--- src/rtl/axi4l_pkg.sv ---
// Shared AXI4-Lite definitions plus the GPIO register map.
package axi4l_pkg;

  typedef enum logic [1:0] {
    RESP_OKAY   = 2'b00,
    RESP_SLVERR = 2'b10
  } resp_t;

  // Register index taken from address bits [4:2]
  typedef enum logic [2:0] {
    REG_OUT      = 3'd0,
    REG_DIR      = 3'd1,
    REG_IN       = 3'd2,
    REG_SET      = 3'd3,
    REG_CLR      = 3'd4,
    REG_TGL      = 3'd5,
    REG_IRQ_EN   = 3'd6,
    REG_IRQ_STAT = 3'd7
  } reg_idx_t;

  localparam logic [4:0] OFS_OUT      = 5'h00;
  localparam logic [4:0] OFS_DIR      = 5'h04;
  localparam logic [4:0] OFS_IN       = 5'h08;
  localparam logic [4:0] OFS_SET      = 5'h0C;
  localparam logic [4:0] OFS_CLR      = 5'h10;
  localparam logic [4:0] OFS_TGL      = 5'h14;
  localparam logic [4:0] OFS_IRQ_EN   = 5'h18;
  localparam logic [4:0] OFS_IRQ_STAT = 5'h1C;

  typedef enum logic {W_IDLE, W_RESP} wstate_t;
  typedef enum logic {R_IDLE, R_DATA} rstate_t;

  // Expand byte strobes into a 32-bit bit mask
  function automatic logic [31:0] strb_mask(input logic [3:0] strb);
    logic [31:0] m;
    for (int k = 0; k < 4; k++) begin
      m[8*k +: 8] = {8{strb[k]}};
    end
    return m;
  endfunction

endpackage

--- src/rtl/axi4l_gpio_sync.sv ---
// Multi-flop input synchroniser followed by a rising-edge detector.
module gpio_sync
  import axi4l_pkg::*;
#(
  parameter int N           = 8,
  parameter int SYNC_STAGES = 2
) (
  input  logic         aclk,
  input  logic         areset,
  input  logic [N-1:0] i_pins,
  output logic [N-1:0] o_in,
  output logic [N-1:0] o_rise
);

  logic [N-1:0] r_sync [SYNC_STAGES];
  logic [N-1:0] r_in_d;

  // Shift the raw pins through the synchroniser chain and keep a delayed copy of IN
  always_ff @(posedge aclk) begin
    if (areset) begin
      for (int s = 0; s < SYNC_STAGES; s++) begin
        r_sync[s] <= '0;
      end
      r_in_d <= '0;
    end else begin
      r_sync[0] <= i_pins;
      for (int s = 1; s < SYNC_STAGES; s++) begin
        r_sync[s] <= r_sync[s-1];
      end
      r_in_d <= r_sync[SYNC_STAGES-1];
    end
  end

  assign o_in   = r_sync[SYNC_STAGES-1];
  assign o_rise = o_in & ~r_in_d;

endmodule

--- src/rtl/axi4l_gpio.sv ---
// AXI4-Lite GPIO slave: direction, atomic set/clear/toggle, synchronised inputs, edge IRQs.
module axi4l_gpio
  import axi4l_pkg::*;
#(
  parameter int N           = 8,
  parameter int ADDR_W      = 12,
  parameter int SYNC_STAGES = 2
) (
  input  logic              aclk,
  input  logic              areset,
  input  logic [ADDR_W-1:0] awaddr,
  input  logic [2:0]        awprot,
  input  logic              awvalid,
  output logic              awready,
  input  logic [31:0]       wdata,
  input  logic [3:0]        wstrb,
  input  logic              wvalid,
  output logic              wready,
  output logic [1:0]        bresp,
  output logic              bvalid,
  input  logic              bready,
  input  logic [ADDR_W-1:0] araddr,
  input  logic [2:0]        arprot,
  input  logic              arvalid,
  output logic              arready,
  output logic [31:0]       rdata,
  output logic [1:0]        rresp,
  output logic              rvalid,
  input  logic              rready,
  input  logic [N-1:0]      gpio_i,
  output logic [N-1:0]      gpio_o,
  output logic [N-1:0]      gpio_oe,
  output logic              irq
);

  wstate_t      r_wstate, w_wstate_nx;
  rstate_t      r_rstate, w_rstate_nx;
  logic [N-1:0] r_out, r_dir, r_irq_en, r_irq_stat;
  logic         r_irq;
  resp_t        r_bresp, r_rresp;
  logic [31:0]  r_rdata;

  logic [N-1:0] w_in, w_rise;
  logic         w_wr_hs, w_rd_hs;
  logic         w_wmapped, w_rmapped;
  reg_idx_t     w_widx, w_ridx;
  logic [31:0]  w_mask32;
  logic [N-1:0] w_mask, w_d, w_clr;
  logic [31:0]  w_rdata;
  logic         w_unused;

  gpio_sync #(
    .N           (N),
    .SYNC_STAGES (SYNC_STAGES)
  ) u_sync (
    .aclk   (aclk),
    .areset (areset),
    .i_pins (gpio_i),
    .o_in   (w_in),
    .o_rise (w_rise)
  );

  // Handshakes are suppressed during reset so nothing is accepted on a reset edge
  assign w_wr_hs   = (r_wstate == W_IDLE) && awvalid && wvalid && !areset;
  assign w_rd_hs   = (r_rstate == R_IDLE) && arvalid && !areset;
  assign w_wmapped = (awaddr[ADDR_W-1:5] == '0);
  assign w_rmapped = (araddr[ADDR_W-1:5] == '0);
  assign w_widx    = reg_idx_t'(awaddr[4:2]);
  assign w_ridx    = reg_idx_t'(araddr[4:2]);
  assign w_mask32  = strb_mask(wstrb);
  assign w_mask    = w_mask32[N-1:0];
  assign w_d       = wdata[N-1:0] & w_mask;
  assign w_clr     = (w_wr_hs && w_wmapped && w_widx == REG_IRQ_STAT) ? w_d : '0;

  // Protection bits, address byte offset and bits above N carry no meaning here
  assign w_unused = ^{awprot, arprot, awaddr, araddr, wdata, w_mask32};

  // Write channel state register
  always_ff @(posedge aclk) begin
    if (areset) r_wstate <= W_IDLE;
    else        r_wstate <= w_wstate_nx;
  end

  // Write channel next state and ready strobes
  always_comb begin
    w_wstate_nx = r_wstate;
    awready     = 1'b0;
    wready      = 1'b0;
    case (r_wstate)
      W_IDLE: begin
        if (w_wr_hs) begin
          awready     = 1'b1;
          wready      = 1'b1;
          w_wstate_nx = W_RESP;
        end
      end
      W_RESP: begin
        if (bready) w_wstate_nx = W_IDLE;
      end
      default: w_wstate_nx = W_IDLE;
    endcase
  end

  // Read channel state register
  always_ff @(posedge aclk) begin
    if (areset) r_rstate <= R_IDLE;
    else        r_rstate <= w_rstate_nx;
  end

  // Read channel next state and ready strobe
  always_comb begin
    w_rstate_nx = r_rstate;
    arready     = 1'b0;
    case (r_rstate)
      R_IDLE: begin
        if (w_rd_hs) begin
          arready     = 1'b1;
          w_rstate_nx = R_DATA;
        end
      end
      R_DATA: begin
        if (rready) w_rstate_nx = R_IDLE;
      end
      default: w_rstate_nx = R_IDLE;
    endcase
  end

  // Register file updates; edge-detected rises win over a same-cycle W1C
  always_ff @(posedge aclk) begin
    if (areset) begin
      r_out      <= '0;
      r_dir      <= '0;
      r_irq_en   <= '0;
      r_irq_stat <= '0;
      r_irq      <= 1'b0;
      r_bresp    <= RESP_OKAY;
    end else begin
      if (w_wr_hs) begin
        r_bresp <= w_wmapped ? RESP_OKAY : RESP_SLVERR;
        if (w_wmapped) begin
          case (w_widx)
            REG_OUT:    r_out    <= (r_out & ~w_mask) | w_d;
            REG_DIR:    r_dir    <= (r_dir & ~w_mask) | w_d;
            REG_SET:    r_out    <= r_out | w_d;
            REG_CLR:    r_out    <= r_out & ~w_d;
            REG_TGL:    r_out    <= r_out ^ w_d;
            REG_IRQ_EN: r_irq_en <= (r_irq_en & ~w_mask) | w_d;
            default: ;
          endcase
        end
      end
      r_irq_stat <= (r_irq_stat & ~w_clr) | w_rise;
      r_irq      <= |(r_irq_stat & r_irq_en);
    end
  end

  // Read data mux; unmapped and write-only locations read as zero
  always_comb begin
    w_rdata = '0;
    if (w_rmapped) begin
      case (w_ridx)
        REG_OUT:      w_rdata[N-1:0] = r_out;
        REG_DIR:      w_rdata[N-1:0] = r_dir;
        REG_IN:       w_rdata[N-1:0] = w_in;
        REG_IRQ_EN:   w_rdata[N-1:0] = r_irq_en;
        REG_IRQ_STAT: w_rdata[N-1:0] = r_irq_stat;
        default: ;
      endcase
    end
  end

  // Capture read response at the address handshake and hold until accepted
  always_ff @(posedge aclk) begin
    if (areset) begin
      r_rdata <= '0;
      r_rresp <= RESP_OKAY;
    end else if (w_rd_hs) begin
      r_rdata <= w_rdata;
      r_rresp <= w_rmapped ? RESP_OKAY : RESP_SLVERR;
    end
  end

  assign bvalid  = (r_wstate == W_RESP);
  assign bresp   = r_bresp;
  assign rvalid  = (r_rstate == R_DATA);
  assign rresp   = r_rresp;
  assign rdata   = r_rdata;
  assign gpio_o  = r_out;
  assign gpio_oe = r_dir;
  assign irq     = r_irq;

endmodule

--- config.mk ---
export PLATFORM = sky130hd
export DESIGN_NAME = axi4l_gpio
export DESIGN_NICKNAME = d
export VERILOG_FILES = /design/src/rtl/axi4l_pkg.sv /design/src/rtl/axi4l_gpio_sync.sv /design/src/rtl/axi4l_gpio.sv
export SDC_FILE = /design/constraint.sdc
export NUM_CORES = 1
export LEC_CHECK = 0
export BUFFER_PORTS_ARGS = -buffer_cell sky130_fd_sc_hd__buf_2
export CAP_MARGIN = 20
export CORE_MARGIN = 5
export CORE_UTILIZATION = 52
export DETAILED_ROUTE_END_ITERATION = 8
export GPL_TIMING_DRIVEN = 0
export PLACE_DENSITY = 0.84
export SETUP_SLACK_MARGIN = 0.05
export SLEW_MARGIN = 40
export SYNTH_ARGS = -nofsm -noshare
export SYNTH_HDL_FRONTEND = slang
export SYNTH_HIERARCHICAL = 1
export SYNTH_SLANG_ARGS = --single-unit
export TNS_END_PERCENT = 20
--- constraint.sdc ---
create_clock -name aclk -period 3.6 [get_ports aclk]
set_input_delay 0.72 -clock aclk [delete_from_list [all_inputs] [get_ports aclk]]
set_output_delay 0.72 -clock aclk [all_outputs]
set_load 0.02 [all_outputs]
Word level (Yosys, flattened, before mapping)
Memory sizes are Yosys's and may differ from the RTL's.
Index checks and enable logic that the tools add are counted.
{ "classes": {"n_eq_ne": 10, "muxes": 19, "n_bitwise": 22, "n_reduce_logical": 17} }
{ "op_table": {"columns": ["operator", "count"], "rows": [
  ["8-bit bitwise AND", 8],
  ["8-bit bitwise OR", 5],
  ["8-bit one-hot mux with 5 select lines", 1],
  ["8-bit 2-to-1 mux", 4],
  ["8-bit inverter", 4],
  ["8-bit one-hot mux with 4 select lines", 1],
  ["3-bit == test (second input constant)", 6],
  ["7-bit logical NOT", 2],
  ["1-bit 2-to-1 mux", 9],
  ["3-bit AND reduction", 3],
  ["8-bit OR reduction", 1],
  ["8-bit XOR", 1],
  ["1-bit logical AND", 7],
  ["3-bit by 1-bit == test with 1-bit output (second input constant)", 2],
  ["3-bit by 2-bit == test with 1-bit output (second input constant)", 2],
  ["3-bit logical NOT", 2],
  ["2-bit 2-to-1 mux", 2],
  ["1-bit one-hot mux with 2 select lines", 2],
  ["4-bit nonzero test", 1],
  ["1-bit inverter", 2],
  ["1-bit bitwise OR", 2],
  ["1-bit logical NOT", 1]
]} }
{ "totals": {"regBits": 55, "mem_bits_rw": 16, "input_bits": 81, "out_inout_bits": 58, "word_cells": 80, "mem_count": 1} }
{ "mem_list": {"columns": ["name", "depth", "word_bits", "read_ports", "rd_clocked_by_memory_dff", "wr", "line", "text"], "rows": [
  ["u_sync.r_sync", 2, 8, 2, 0, 2, "axi4l_gpio_sync.sv:15", "logic [N-1:0] r_sync [SYNC_STAGES];"]
]} }

Logic depth before layout (Yosys ltp)
{ "logic_depth": {"ltp_word": 10, "ltp_mapped": 7, "depth_no_buf": 6} }

Hierarchy
The synthesis kept the hierarchy.
{ "by_module_without_submodules": {"columns": ["module", "n_inst", "cells_each", "area_per_inst_um2", "seq_area_each_um2"], "rows": [
  ["axi4l_gpio", 1, 311, 2678.8, 900.9],
  ["gpio_sync", 1, 66, 803.3, 480.5]
]} }

Worst setup path before layout
No wires, ideal clock.
{ "synth_path": {"path_type": "input to register", "from": "input port awaddr[7]", "to": "register r_out[0] (netlist: gpio_o[0])", "setup_ns": 0.117, "t_arrival_ns": 2.028, "t_required_ns": 3.483, "slack_ns": 1.454, "stages": 4, "path_buffers": 0, "cell_sequence": "or4_4 nor4_4 a31oi_1 a22o_2"} }
{ "synth_between": {"elab_chain_cells": 2} }
{ "synth_lines": {"columns": ["item", "line", "text"], "rows": [
  ["start, declared", "axi4l_gpio.sv:11", "input logic [ADDR_W-1:0] awaddr,"],
  ["7-bit logical NOT", "axi4l_gpio.sv:66", "assign w_wmapped = (awaddr[ADDR_W-1:5] == '0);"],
  ["3-bit AND reduction (no line)", null, null],
  ["end signal, assigned", "axi4l_gpio.sv:142", "REG_OUT: r_out <= (r_out & ~w_mask) | w_d;"],
  ["end signal, assigned", "axi4l_gpio.sv:144", "REG_SET: r_out <= r_out | w_d;"],
  ["end signal, assigned", "axi4l_gpio.sv:145", "REG_CLR: r_out <= r_out & ~w_d;"],
  ["end, declared", "axi4l_gpio.sv:38", "logic [N-1:0] r_out, r_dir, r_irq_en, r_irq_stat;"]
]} }
No other way between the ends.
A chain may end at the register's enable or synchronous reset.

Worst setup path in the final report
{ "layout_path": {"from": "input port arvalid", "to": "output port arready"} }
{ "layout_between": {"elab_chain_cells": 4} }
{ "layout_lines": {"columns": ["item", "line", "text"], "rows": [
  ["start, declared", "axi4l_gpio.sv:24", "input logic arvalid,"],
  ["1-bit logical AND (2 in series)", "axi4l_gpio.sv:65", "assign w_rd_hs = (r_rstate == R_IDLE) && arvalid && !areset;"],
  ["1-bit 2-to-1 mux", "axi4l_gpio.sv:116", "if (w_rd_hs) begin"],
  ["1-bit 2-to-1 mux", "axi4l_gpio.sv:114", "case (r_rstate)"],
  ["end, declared", "axi4l_gpio.sv:25", "output logic arready,"]
]} }
No other way between the ends.

==> metrics.md <==
| Metric | Value |
|---|---|
| Status | `finished clean` |
| Final ANT Viol Nets | `0` |
| Asr flop ratio synth | `0%` |
| Share of layout cells above drive strength 1 | `between 30% and 40%` |
| Slowest cell on the critical path | `nor2b_1` |
| Crit path largest cell delay | `about 0.25 ns` |
| Core area | `6420 µm²` |
| Max VDD drop | `about 230 µV` |
| Total gr overflow | `0` |
| Slew Viols, Final | `0` |
| Initial antenna violation count | `0` |
| Final Hold Viols | `0` |
| Max Buffers Root-to-Sink | `2` |
| Clock-pin slew on the worst setup and hold paths | `roughly 0.070 ns` |
| Buffer count from post-CTS setup fixing | `0` |
| Critical Path AT | `roughly 1.5 ns` |
| Placed Area | `roughly 4000 µm²` |
| Cells after synthesis | `377` |
| Clock power share | `between 30% and 40%` |
| Sw frac | `about a quarter` |
| PostCTS Resize Cnt | `0` |
| Total GRT Usage | `roughly a fifth` |
| Die ar. | `about 8400 µm²` |
| DRT Wirelength | `8350 µm` |
| First-pass GRT wire length | `about 14000 µm` |
| Post-synthesis adder-cell area fraction | `2.87%` |
| Power Density | `382 nW/µm²` |
| Layout Nets | `574` |
| Post-synthesis sequential area ratio | `approximately two fifths` |
| Initial core utilization | `between 50 and 60%` |
| Req. time, crit path | `between 2 and 3 ns` |
| Synth warn | `6` |
| Final setup TNS | `0 ns` |
| Inserted Diodes | `0` |
| Synth Area in XOR/XNOR | `less than 1%` |
| Vias in the first global route | `3000` |
| CP delay by family, top | `simple AND/OR/NAND/NOR gates` |
| Cts bufs inserted | `9` |
| Largest family of logic cells by synthesized area | `simple AND/OR/NAND/NOR gates` |
| Max FO, Critical Path | `4` |
| CP startpoint kind | `primary input` |
| Chip Height | `between 90 and 100 µm` |
| Synth Register Bits | `69` |
| Mux share of post-synthesis cell area | `9.20%` |
| EDFF count, synth | `0` |
| Clk_lat worst skew | `between 0.3 and 0.4 ns` |
| Worst-Margin Slew | `~0.57 ns` |
| # DRC | `0` |
| Sw Pwr | `~0.00041 W` |
| FMAX | `between 0.4 and 0.5 GHz` |
| Setup Skew | `0.0118 ns` |
| Unrepaired setup endpoints after global routing | `false` |
| Critical Path, Cell by Cell | `buf_2 -> nor2b_1 -> nor2b_1 -> buf_2` |
| CTS tree | `built` |
| Vias per std cell | `between 5 and 6` |
| Routed vias | `slightly below 3000` |
| Clock Sinks | `69` |
| Chip Width | `91.8 µm` |
| Worst setup EP type | `primary output` |
| Final cycle utilization of the critical path | `between 60 and 70%` |
| Unique masters post-synth | `38` |
| Max_cap viols | `0` |
| Hold slack final | `around 0.43 ns` |
| # rows | `29` |
| Dpl hpwl | `around 6400 µm` |
| Avg Cell Area, Syn | `9.24 µm²` |
| DRT iter0 DRCs | `~210` |
| CTS root buf | `clkbuf_8` |
| Synth Area in Compound Gates | `roughly 14%` |
| First drt pass iteration count | `5` |
| Power Internal | `0.00120 W` |
| Post-route cell area | `roughly 4200 µm²` |
| LEAKAGE | `1.97 nW` |
| Most used DFF post-synth | `dfxtp_1` |
| Min-delay worst type | `reg2reg` |
| Final setup viols | `0` |
| Comb power frac | `12.6%` |
| Crit path buf inv count | `2` |
| Setup CP Type | `in2out` |
| Area grow syn2layout | `21.5%` |
| H-Tree Depth | `3` |
| RD Place Congestion | `roughly 0.84` |
| Slew Limit Headroom | `~62%` |
| IO buf count | `between 70 and 80` |
| Largest net degree at the start of global routing | `13` |
| Routed len/inst | `approximately 15 µm` |
| # hold bufs at CTS | `0` |
| Synth Area in Simple Gates | `between 20 and 25%` |
| Sequential share of power | `between 40% and 50%` |
| Final worst path period need | `between 2 and 2.5 ns` |
| I/O pins | `roughly 140` |
| Cell Area, Synth | `3480 µm²` |
## cell usage in the layout, fill, tap and decap left out, types with 9 or more instances in the layout
| cell | n |
|---|---|
| nand3b_1 | 9 |
| mux2i_1 | 32 |
| clkbuf_8 | 10 |
| conb_1 | 26 |
| nand2_1 | 24 |
| dfxtp_1 | 69 |
| buf_4 | 35 |
| nor2_1 | 14 |
| buf_2 | 75 |
| clkbuf_1 | 13 |
| inv_1 | 10 |
| nand2b_1 | 26 |
| o21ai_0 | 43 |
| nor2b_2 | 14 |
| nor2b_1 | 24 |
## cell families (layout without fill, tap and decap cells)
| kind of cell | Yosys count | in the layout |
|---|---|---|
| AO/OA/AOI/OAI | 76 | 76 |
| XOR/XNOR | 1 | 1 |
| adder cells (fa/ha/maj) | 8 | 8 |
| buffers and inverters | 64 | 152 |
| flip-flops | 69 | 69 |
| multiplexers | 32 | 32 |
| other | 1 | 26 |
| AND/OR/NAND/NOR | 126 | 126 |
## worst reg2reg max path, delay by kind of cell, from the launching register on
kind | cells | cell delay, ns
buffers and inverters | 1 | 0.16
and+or+nand+nor | 3 | 0.83
muxes | 1 | 0.20
DFF | 1 | 0.33
## metrics by stage
step | std cells | power (W) | utilization (%) | setup slack (ns)
detailed placement | 551 | 0.00101 | 62.8 | 1.11
floorplan | 402 | 0.000950 | - | 1.45
finish | 567 | 0.00161 | 65.9 | 1.40
global placement | 551 | 0.00100 | 62.8 | 1.17
global route | 567 | 0.00169 | 65.9 | 1.32
CTS | 567 | 0.00162 | 65.8 | 1.42
## synth_stat cells, types with 2 or more instances
master,count,area share (%)
a211oi_1,3,0.65
a21oi_1,2,0.29
a22o_2,8,2.3
a22oi_1,4,0.86
a311oi_1,8,2.0
and2b_1,4,0.86
and3_2,2,0.43
buf_2,3,0.43
buf_4,35,7.5
buf_6,3,0.97
clkbuf_1,12,1.3
dfxtp_1,69,40
ha_1,8,2.9
inv_1,10,1.1
mux2i_1,32,9.2
nand2_1,24,2.6
nand2b_1,26,4.7
nand3b_1,9,1.9
nor2_1,14,1.5
nor2b_1,24,4.3
nor2b_2,14,3.5
o211ai_1,5,1.1
o21ai_0,43,6.2
## final cells by class
cell class,instances,area (µm²)
buffer,54,360
clock buffer,11,141
clock inverter,5,50.0
fill,535,2190
inverter,10,37.5
multi-input combinational,269,1800
sequential,69,1380
tap,77,96.3
timing repair buffer,72,360
## worst paths after layout
path,startpoint,endpoint,slack [ns],depth (start not counted)
worst max-delay path,arvalid,arready,1.40,4
worst min register to register,u_sync/r_sync[0][0],u_sync/r_sync[0][8],0.43,1
worst min-delay path,u_sync/r_sync[0][0],u_sync/r_sync[0][8],0.43,1
worst max register to register,bvalid,register,2.01,5
## layer usage
layer / routed length, µm / vias up / track usage, % / share of wire, %
li1: - / 1457 / - / -
met4: 221 / 0 / 9.03 / 2.6
met2: 4100 / 123 / 34.3 / 49
met1: 3300 / 1361 / 22.2 / 40
met5: 0 / - / 0 / 0
met3: 725 / 21 / 7.69 / 8.7
## power by group through the flow
stage          clock network (W)  logic (W)  registers, W
2_1_floorplan                  0   0.000139      0.000811
3_3_place_gp                   0   0.000194      0.000808
3_5_place_dp                   0   0.000200      0.000809
4_1_cts                 0.000631   0.000201      0.000792
5_1_grt                 0.000673   0.000224      0.000793
6_report                0.000619   0.000204      0.000792
No activity file was read; power rests on OpenSTA's default activity.
